## config.mk

```make
export PLATFORM = sky130hd
export DESIGN_NAME = fdiv_post_pipe
export DESIGN_NICKNAME = d
export VERILOG_FILES = /design/src/rtl/fdiv_pkg.sv /design/src/rtl/fdiv_side_delay.sv /design/src/rtl/fdiv_post_pipe.sv
export SDC_FILE = /design/constraint.sdc
export NUM_CORES = 1
export LEC_CHECK = 0
export CAP_MARGIN = 20
export CORE_MARGIN = 10
export CORE_UTILIZATION = 39
export DETAILED_ROUTE_END_ITERATION = 8
export GPL_ROUTABILITY_DRIVEN = 0
export GPL_TIMING_DRIVEN = 0
export HOLD_SLACK_MARGIN = 0.08
export PLACE_DENSITY = 0.76
export SETUP_SLACK_MARGIN = 0.1
export SYNTH_ARGS = -nofsm -noshare
export SYNTH_HDL_FRONTEND = slang
export SYNTH_HIERARCHICAL = 1
export SYNTH_SLANG_ARGS = --single-unit
```

## constraint.sdc

```tcl
create_clock -name clk -period 3.6 [get_ports clk]
set_input_delay 0.72 -clock clk [delete_from_list [all_inputs] [get_ports clk]]
set_output_delay 0.72 -clock clk [all_outputs]
set_load 0.02 [all_outputs]
```

## src/rtl/fdiv_pkg.sv

```systemverilog
// Shared types and constants for the divider's post-multiply stage:
// IEEE-754 single-precision field limits and the operand sideband record.
package fdiv_pkg;

  localparam int EXP_BIAS = 127;
  localparam int EXP_MAX  = 255;

  localparam logic [31:0] QNAN    = 32'h7FC0_0000;
  localparam logic [31:0] POS_INF = 32'h7F80_0000;

  typedef struct packed {
    logic       s;
    logic [7:0] ex;
    logic [7:0] ey;
    logic       rz;
    logic       xz;
    logic       yz;
    logic       xi;
    logic       yi;
  } fdiv_side_t;

  typedef struct packed {
    logic zero;
    logic inf;
  } fdiv_cls_t;

  // Denormals count as zero, and any all-ones exponent counts as inf (NaN inputs included).
  function automatic fdiv_cls_t classify(input logic [7:0] e);
    fdiv_cls_t c;
    c.zero = (e == 8'h00);
    c.inf  = (e == 8'hFF);
    return c;
  endfunction

endpackage

```

## src/rtl/fdiv_side_delay.sv

```systemverilog
// Shift register carrying {valid, sideband} alongside the mantissa multiplier.
// An asynchronous clear drops every in-flight entry.
module fdiv_side_delay
  import fdiv_pkg::*;
#(
  parameter int DEPTH = 1
) (
  input  logic       clk,
  input  logic       rstn,
  input  logic       valid_i,
  input  fdiv_side_t side_i,
  output logic       valid_o,
  output fdiv_side_t side_o
);

  logic [DEPTH-1:0] valid_q;
  fdiv_side_t       side_q [DEPTH];

  always_ff @(posedge clk or negedge rstn) begin
    if (!rstn) begin
      valid_q <= '0;
      for (int i = 0; i < DEPTH; i++) side_q[i] <= '0;
    end else begin
      valid_q[0] <= valid_i;
      side_q[0]  <= side_i;
      for (int i = 1; i < DEPTH; i++) begin
        valid_q[i] <= valid_q[i-1];
        side_q[i]  <= side_q[i-1];
      end
    end
  end

  assign valid_o = valid_q[DEPTH-1];
  assign side_o  = side_q[DEPTH-1];

endmodule

```

## src/rtl/fdiv_post_pipe.sv

```systemverilog
// Final divider stage: aligns x/y sideband with the multiplier product p and
// registers the IEEE single quotient, handling signs, exponent and specials.
module fdiv_post_pipe
  import fdiv_pkg::*;
#(
  parameter int MUL_LAT = 1
) (
  input  logic        clk,
  input  logic        rstn,
  input  logic        in_valid,
  input  logic [31:0] x,
  input  logic [31:0] y,
  input  logic [31:0] p,
  output logic        out_valid,
  output logic [31:0] res
);

  // Handshake: no ready. in_valid marks x/y in the cycle the multiplier takes
  // them. p is only used MUL_LAT cycles later. out_valid pulses for one cycle,
  // MUL_LAT+1 cycles after in_valid. res holds its value between pulses.

  fdiv_side_t side_in, side_dly;
  fdiv_cls_t  cls_x, cls_y;
  logic       valid_dly;

  always_comb begin
    cls_x      = classify(x[30:23]);
    cls_y      = classify(y[30:23]);
    side_in    = '0;
    side_in.s  = x[31] ^ y[31];
    side_in.ex = x[30:23];
    side_in.ey = y[30:23];
    side_in.rz = (y[22:0] == 23'd0);
    side_in.xz = cls_x.zero;
    side_in.yz = cls_y.zero;
    side_in.xi = cls_x.inf;
    side_in.yi = cls_y.inf;
  end

  fdiv_side_delay #(
    .DEPTH (MUL_LAT)
  ) u_side_delay (
    .clk     (clk),
    .rstn    (rstn),
    .valid_i (in_valid),
    .side_i  (side_in),
    .valid_o (valid_dly),
    .side_o  (side_dly)
  );

  // Ten bits in two's complement cover every value from -129 to 383.
  // An exact reciprocal (my==0) keeps its exponent. Any other reciprocal
  // mantissa lies in (0.5,1), so it takes one off the exponent.
  logic [9:0]  e_sum;
  logic        e_neg, e_over, e_under;
  logic [31:0] res_d;

  always_comb begin
    e_sum   = {2'b00, side_dly.ex} - {2'b00, side_dly.ey} + 10'(EXP_BIAS)
            + {2'b00, p[30:23]} - 10'(EXP_BIAS) - {9'd0, ~side_dly.rz};
    e_neg   = e_sum[9];
    e_over  = !e_neg && (e_sum >= 10'(EXP_MAX));
    e_under = e_neg || (e_sum == 10'd0);

    if ((side_dly.xz && side_dly.yz) || (side_dly.xi && side_dly.yi)) begin
      res_d = QNAN;
    end else if (side_dly.xi || side_dly.yz) begin
      res_d = {side_dly.s, POS_INF[30:0]};
    end else if (side_dly.xz || side_dly.yi) begin
      res_d = {side_dly.s, 31'd0};
    end else if (e_over) begin
      res_d = {side_dly.s, POS_INF[30:0]};
    end else if (e_under) begin
      res_d = {side_dly.s, 31'd0};
    end else begin
      res_d = {side_dly.s, e_sum[7:0], p[22:0]};
    end
  end

  logic        out_valid_q;
  logic [31:0] res_q;

  always_ff @(posedge clk or negedge rstn) begin
    if (!rstn) begin
      out_valid_q <= 1'b0;
      res_q       <= '0;
    end else begin
      out_valid_q <= valid_dly;
      if (valid_dly) res_q <= res_d;
    end
  end

  assign out_valid = out_valid_q;
  assign res       = res_q;

endmodule

```

==> load_flow_metrics.sql <==
INSERT INTO impl_metrics (metric_group, metric, value, unit) VALUES
('outcome', 'run_status', 'finished with violations', ''),
('outcome', 'failed_checks', 'setup timing', ''),
('critical_path', 'critical_path.max_stage_delay', '0.53', 'ns'),
('yosys', 'synth_enable_flop_cells', '0', ''),
('finish', 'drive_above_1_share', '19.6', '%'),
('cts', 'cts_num_sinks', '56', ''),
('sta', 'timing_max_transition_violations_final', '0', ''),
('cts', 'clock_tree.root_cell', 'clkbuf_8', ''),
('worst_hold_path', 'hold_path.class', 'in2async', ''),
('place', 'dpl.hpwl', '6800', 'um'),
('finish', 'fillerInstances', '595', ''),
('global_routing', 'antenna_found_initial', '0', ''),
('global_routing', 'grt_max_degree', '42', ''),
('critical_path', 'cpMaxStageDelayCell', 'or4_4', ''),
('die', 'design.die.area', '11900', 'um^2'),
('route', 'routed_vias', '2838', ''),
('critical_path', 'crit_path_start_kind', 'flip-flop', ''),
('die', 'io_pins', '132', ''),
('yosys', 'syn-instance-count', '318', ''),
('global_routing', 'grtUsageTotal', '14.8', '%'),
('sta', 'min_period_over_period', '108', '%'),
('pwr', 'leakage', '0.00209', 'uW'),
('cts', 'cts_inserted_buffers', '5', ''),
('sta', 'post-route-worst-setup-slack', '-0.286', 'ns'),
('yosys', 'ys.flop_type', 'dfrtp_1', ''),
('cts', 'h-tree-depth', '2', ''),
('pwr', 'pwr_density_cell', '578', 'nW/um^2'),
('global_routing', 'globalRouteOverflowTotal', '0', ''),
('die', 'effective_utilization_at_floorplan', '40.3', '%'),
('sta', 'slew-limit-headroom', '55.2', '%'),
('cts', 'clk_latency', '0.32', 'ns'),
('yosys', 'synth-warning-count', '6', ''),
('finish', 'insertedDiodeCount', '0', ''),
('finish', 'nNetsFinal', '578', ''),
('yosys', 'synth.ff_latch_count', '56', ''),
('flow_run', 'max_cap_violations', '0', ''),
('yosys', 'synth_largest_type_area_fraction', '45.1', '%'),
('critical_path', 'sequence_of_cells_on_the_critical_path', 'inv_1 > ha_2 > inv_2 > fa_2 > a21oi_2 > nor2_1 > nor2_1 > xnor2_1 > ha_1 > inv_2 > ha_4 > a21o_1 > o21bai_4 > xnor2_2 > or4_4 > mux2i_4 > buf_12 > buf_8 > o32ai_2', ''),
('yosys', 'synth_top_cells_by_area', 'dfrtp_1 (45%), ha_1 (10%), inv_1 (7.6%), o32ai_1 (6.2%), nand2_1 (4.0%)', ''),
('die', 'core.rowCount', '32', ''),
('finish', 'synthToLayoutAreaGrowth', '59.1', '%'),
('global_routing', 'wire_length_of_the_first_global_routing_pass', '14300', 'um'),
('yosys', 'synth.lib_cells_used.distinct', '43', ''),
('place', 'pre_cts_ws', '-0.435', 'ns'),
('die', 'die_x', '109', 'um'),
('route', 'antenna_left', '0', ''),
('sta', 'fin_skew', '0.0154', 'ns'),
('route', 'viasPerCell', '5.11', ''),
('sta', 'fin_crit', '3.89', 'ns'),
('yosys', 'synth.yosys.seq_area_share', '45.1', '%'),
('route', 'drt_pre_antenna_iters', '4', ''),
('yosys', 'netlist_area', '3110', 'um^2'),
('pwr', 'power', '2860', 'uW'),
('die', 'floorplan.die.height', '109', 'um'),
('critical_path', 'critical_path_arrival', '4.06', 'ns'),
('sta', 'finalHoldViolCount', '0', ''),
('sta', 'fin_worst_hold_slack', '0.287', 'ns'),
('sta', 'grt_setup_unrepaired', 'true', ''),
('cts', 'post_cts_hold_fix_bufs', '0', ''),
('cts', 'maximum_root_to_sink_buffer_count', '2', ''),
('critical_path', 'worst-setup-path-type', 'reg2reg', ''),
('finish', 'utilization', '64.0', '%'),
('sta', 'report.final.setup_viol', '29', ''),
('route', 'avgRoutedWirePerCell', '16.6', 'um'),
('yosys', 'synth_nets', '444', ''),
('yosys', 'avgSynthCellArea', '9.78', 'um^2'),
('global_routing', 'via_count_of_the_first_global_routing_pass', '3018', ''),
('place', 'io_buffers', '107', ''),
('route', 'number_of_design_rule_violations_left_after_detail_routing', '0', ''),
('yosys', 'synth_async_sr_flop_share', '100', '%'),
('die', 'core', '7730', 'um^2'),
('pwr', 'vdd.ir_drop.worst', '224', 'uV'),
('critical_path', 'end_kind', 'flip-flop', ''),
('yosys', 'synth_top_cell_by_area', 'dfrtp_1', ''),
('critical_path', 'worst-endpoint-required', '3.77', 'ns'),
('critical_path', 'path_max_fanout', '6', ''),
('cts', 'clock_transition_at_path_regs', '0.12', 'ns'),
('cts', 'tritoncts', 'built', ''),
('sta', 'tightest_slew', '0.673', 'ns'),
('sta', 'fmax', '257', 'MHz'),
('route', 'drtIter0Drc', '108', ''),
('route', 'totalWireLength', '9210', 'um');
-- area by class of cell --
type | instances | area (um^2) | area share, %
inverter | 63 | 236 | 4.78
clock inverter | 3 | 26.3 | 0.531
buffer | 11 | 71.3 | 1.44
timing repair buffer | 127 | 1260 | 25.4
multi-input combinational | 188 | 1760 | 35.6
sequential | 56 | 1400 | 28.3
tap | 102 | 128 | 2.58
clock buffer | 5 | 68.8 | 1.39
-- power breakdown --
part           switching, uW  leakage, uW  internal, uW
clock                    227    0.0000423           142
sequential              74.2     0.000705           762
combinational            828      0.00134           827
-- registers in the layout (all words and copies together) (netlist names) --
| register | flops |
|---|---|
| out_valid | 1 |
| res | 32 |
| u_side_delay/side_o | 22 |
| u_side_delay/valid_o | 1 |
-- kinds of logic after synthesis --
group                      count (synthesis)  synth area share, %
muxes                                      1                0.724
DFF                                       56                 45.1
adders and majority gates                 27                 11.3
and+or+nand+nor                           85                 13.2
buffers and inverters                     74                 9.49
xor gates and xnor gates                  10                 2.82
AOI/OAI and AO/OA                         65                 17.3
-- cells in the mapped netlist, types with 6 or more instances --
master / count
nand4_1: 6
ha_1: 25
a21oi_1: 9
nor2_1: 16
xnor2_1: 6
o32ai_1: 22
o21ai_0: 9
nand2_1: 33
clkbuf_1: 7
dfrtp_1: 56
inv_1: 63
-- metal layers --
metal  GRT usage (%)  up-vias  wire (um)
li1                -     1365          -
met1            16.2     1369       3530
met2            26.5       86       4840
met3            4.39       18        569
met4            5.58        0        269
met5               0        -          0
-- metrics by stage --
stage / TNS [ns] / instances / area (um^2)
global route: -11.20 / 555 / 4950
floorplan: 0 / 318 / 3160
detailed placement: -8.28 / 528 / 4370
global placement: -6.47 / 527 / 4350
CTS: -4.24 / 548 / 4750
finish: -6.30 / 555 / 4950
-- critical path: cells and delay by family (launching register included) --
| family | cells | cell delay (ns) |
|---|---|---|
| adders and majority gates | 4 | 1.06 |
| and+or+nand+nor | 3 | 0.75 |
| AOI/OAI and AO/OA | 4 | 0.65 |
| buffers and inverters | 5 | 0.45 |
| DFF | 1 | 0.37 |
| xor gates and xnor gates | 2 | 0.28 |
| muxes | 1 | 0.18 |
-- path summary, 6_finish.rpt --
| kind | slack [ns] | cells after the start | to | startpoint |
|---|---|---|---|---|
| setup / recovery | -0.29 | 19 | res[21] | u_side_delay/side_o[13] |
| max in group asynchronous | 2.77 | 2 | u_side_delay/side_o[15] | rstn |
| hold / removal | 0.29 | 1 | res[9] | rstn |
| hold reg to reg | 0.39 | 0 | out_valid | u_side_delay/valid_o |
| setup reg to reg | -0.29 | 19 | res[21] | u_side_delay/side_o[13] |
| min in group clk | 0.39 | 0 | out_valid | u_side_delay/valid_o |
-- layout by cell type, fill, tap and decap left out, types with 5 or more instances in the layout --
master           synthesis  final
ha_1                    25     20
clkbuf_8                 0      5
clkbuf_1                 7      7
nand2_1                 33     31
o32ai_2                  0     13
o32ai_1                 22      7
nor2_1                  16     16
dfrtp_1                 56     56
xnor2_1                  6      5
o21ai_0                  9      6
clkdlybuf4s50_1          0    106
nor4_1                   5      5
buf_4                    0     16
nand4_1                  6      6
inv_1                   63     59
-- what timing repair did --
item / CTS / global route
endpoints found under the setup margin: 31 / 31
gates resized for setup: 35 / 27
gates cloned: 2 / 0
setup buffers: 10 / 8
pin swaps: 16 / 22
No activity file was read; power rests on OpenSTA's default activity.
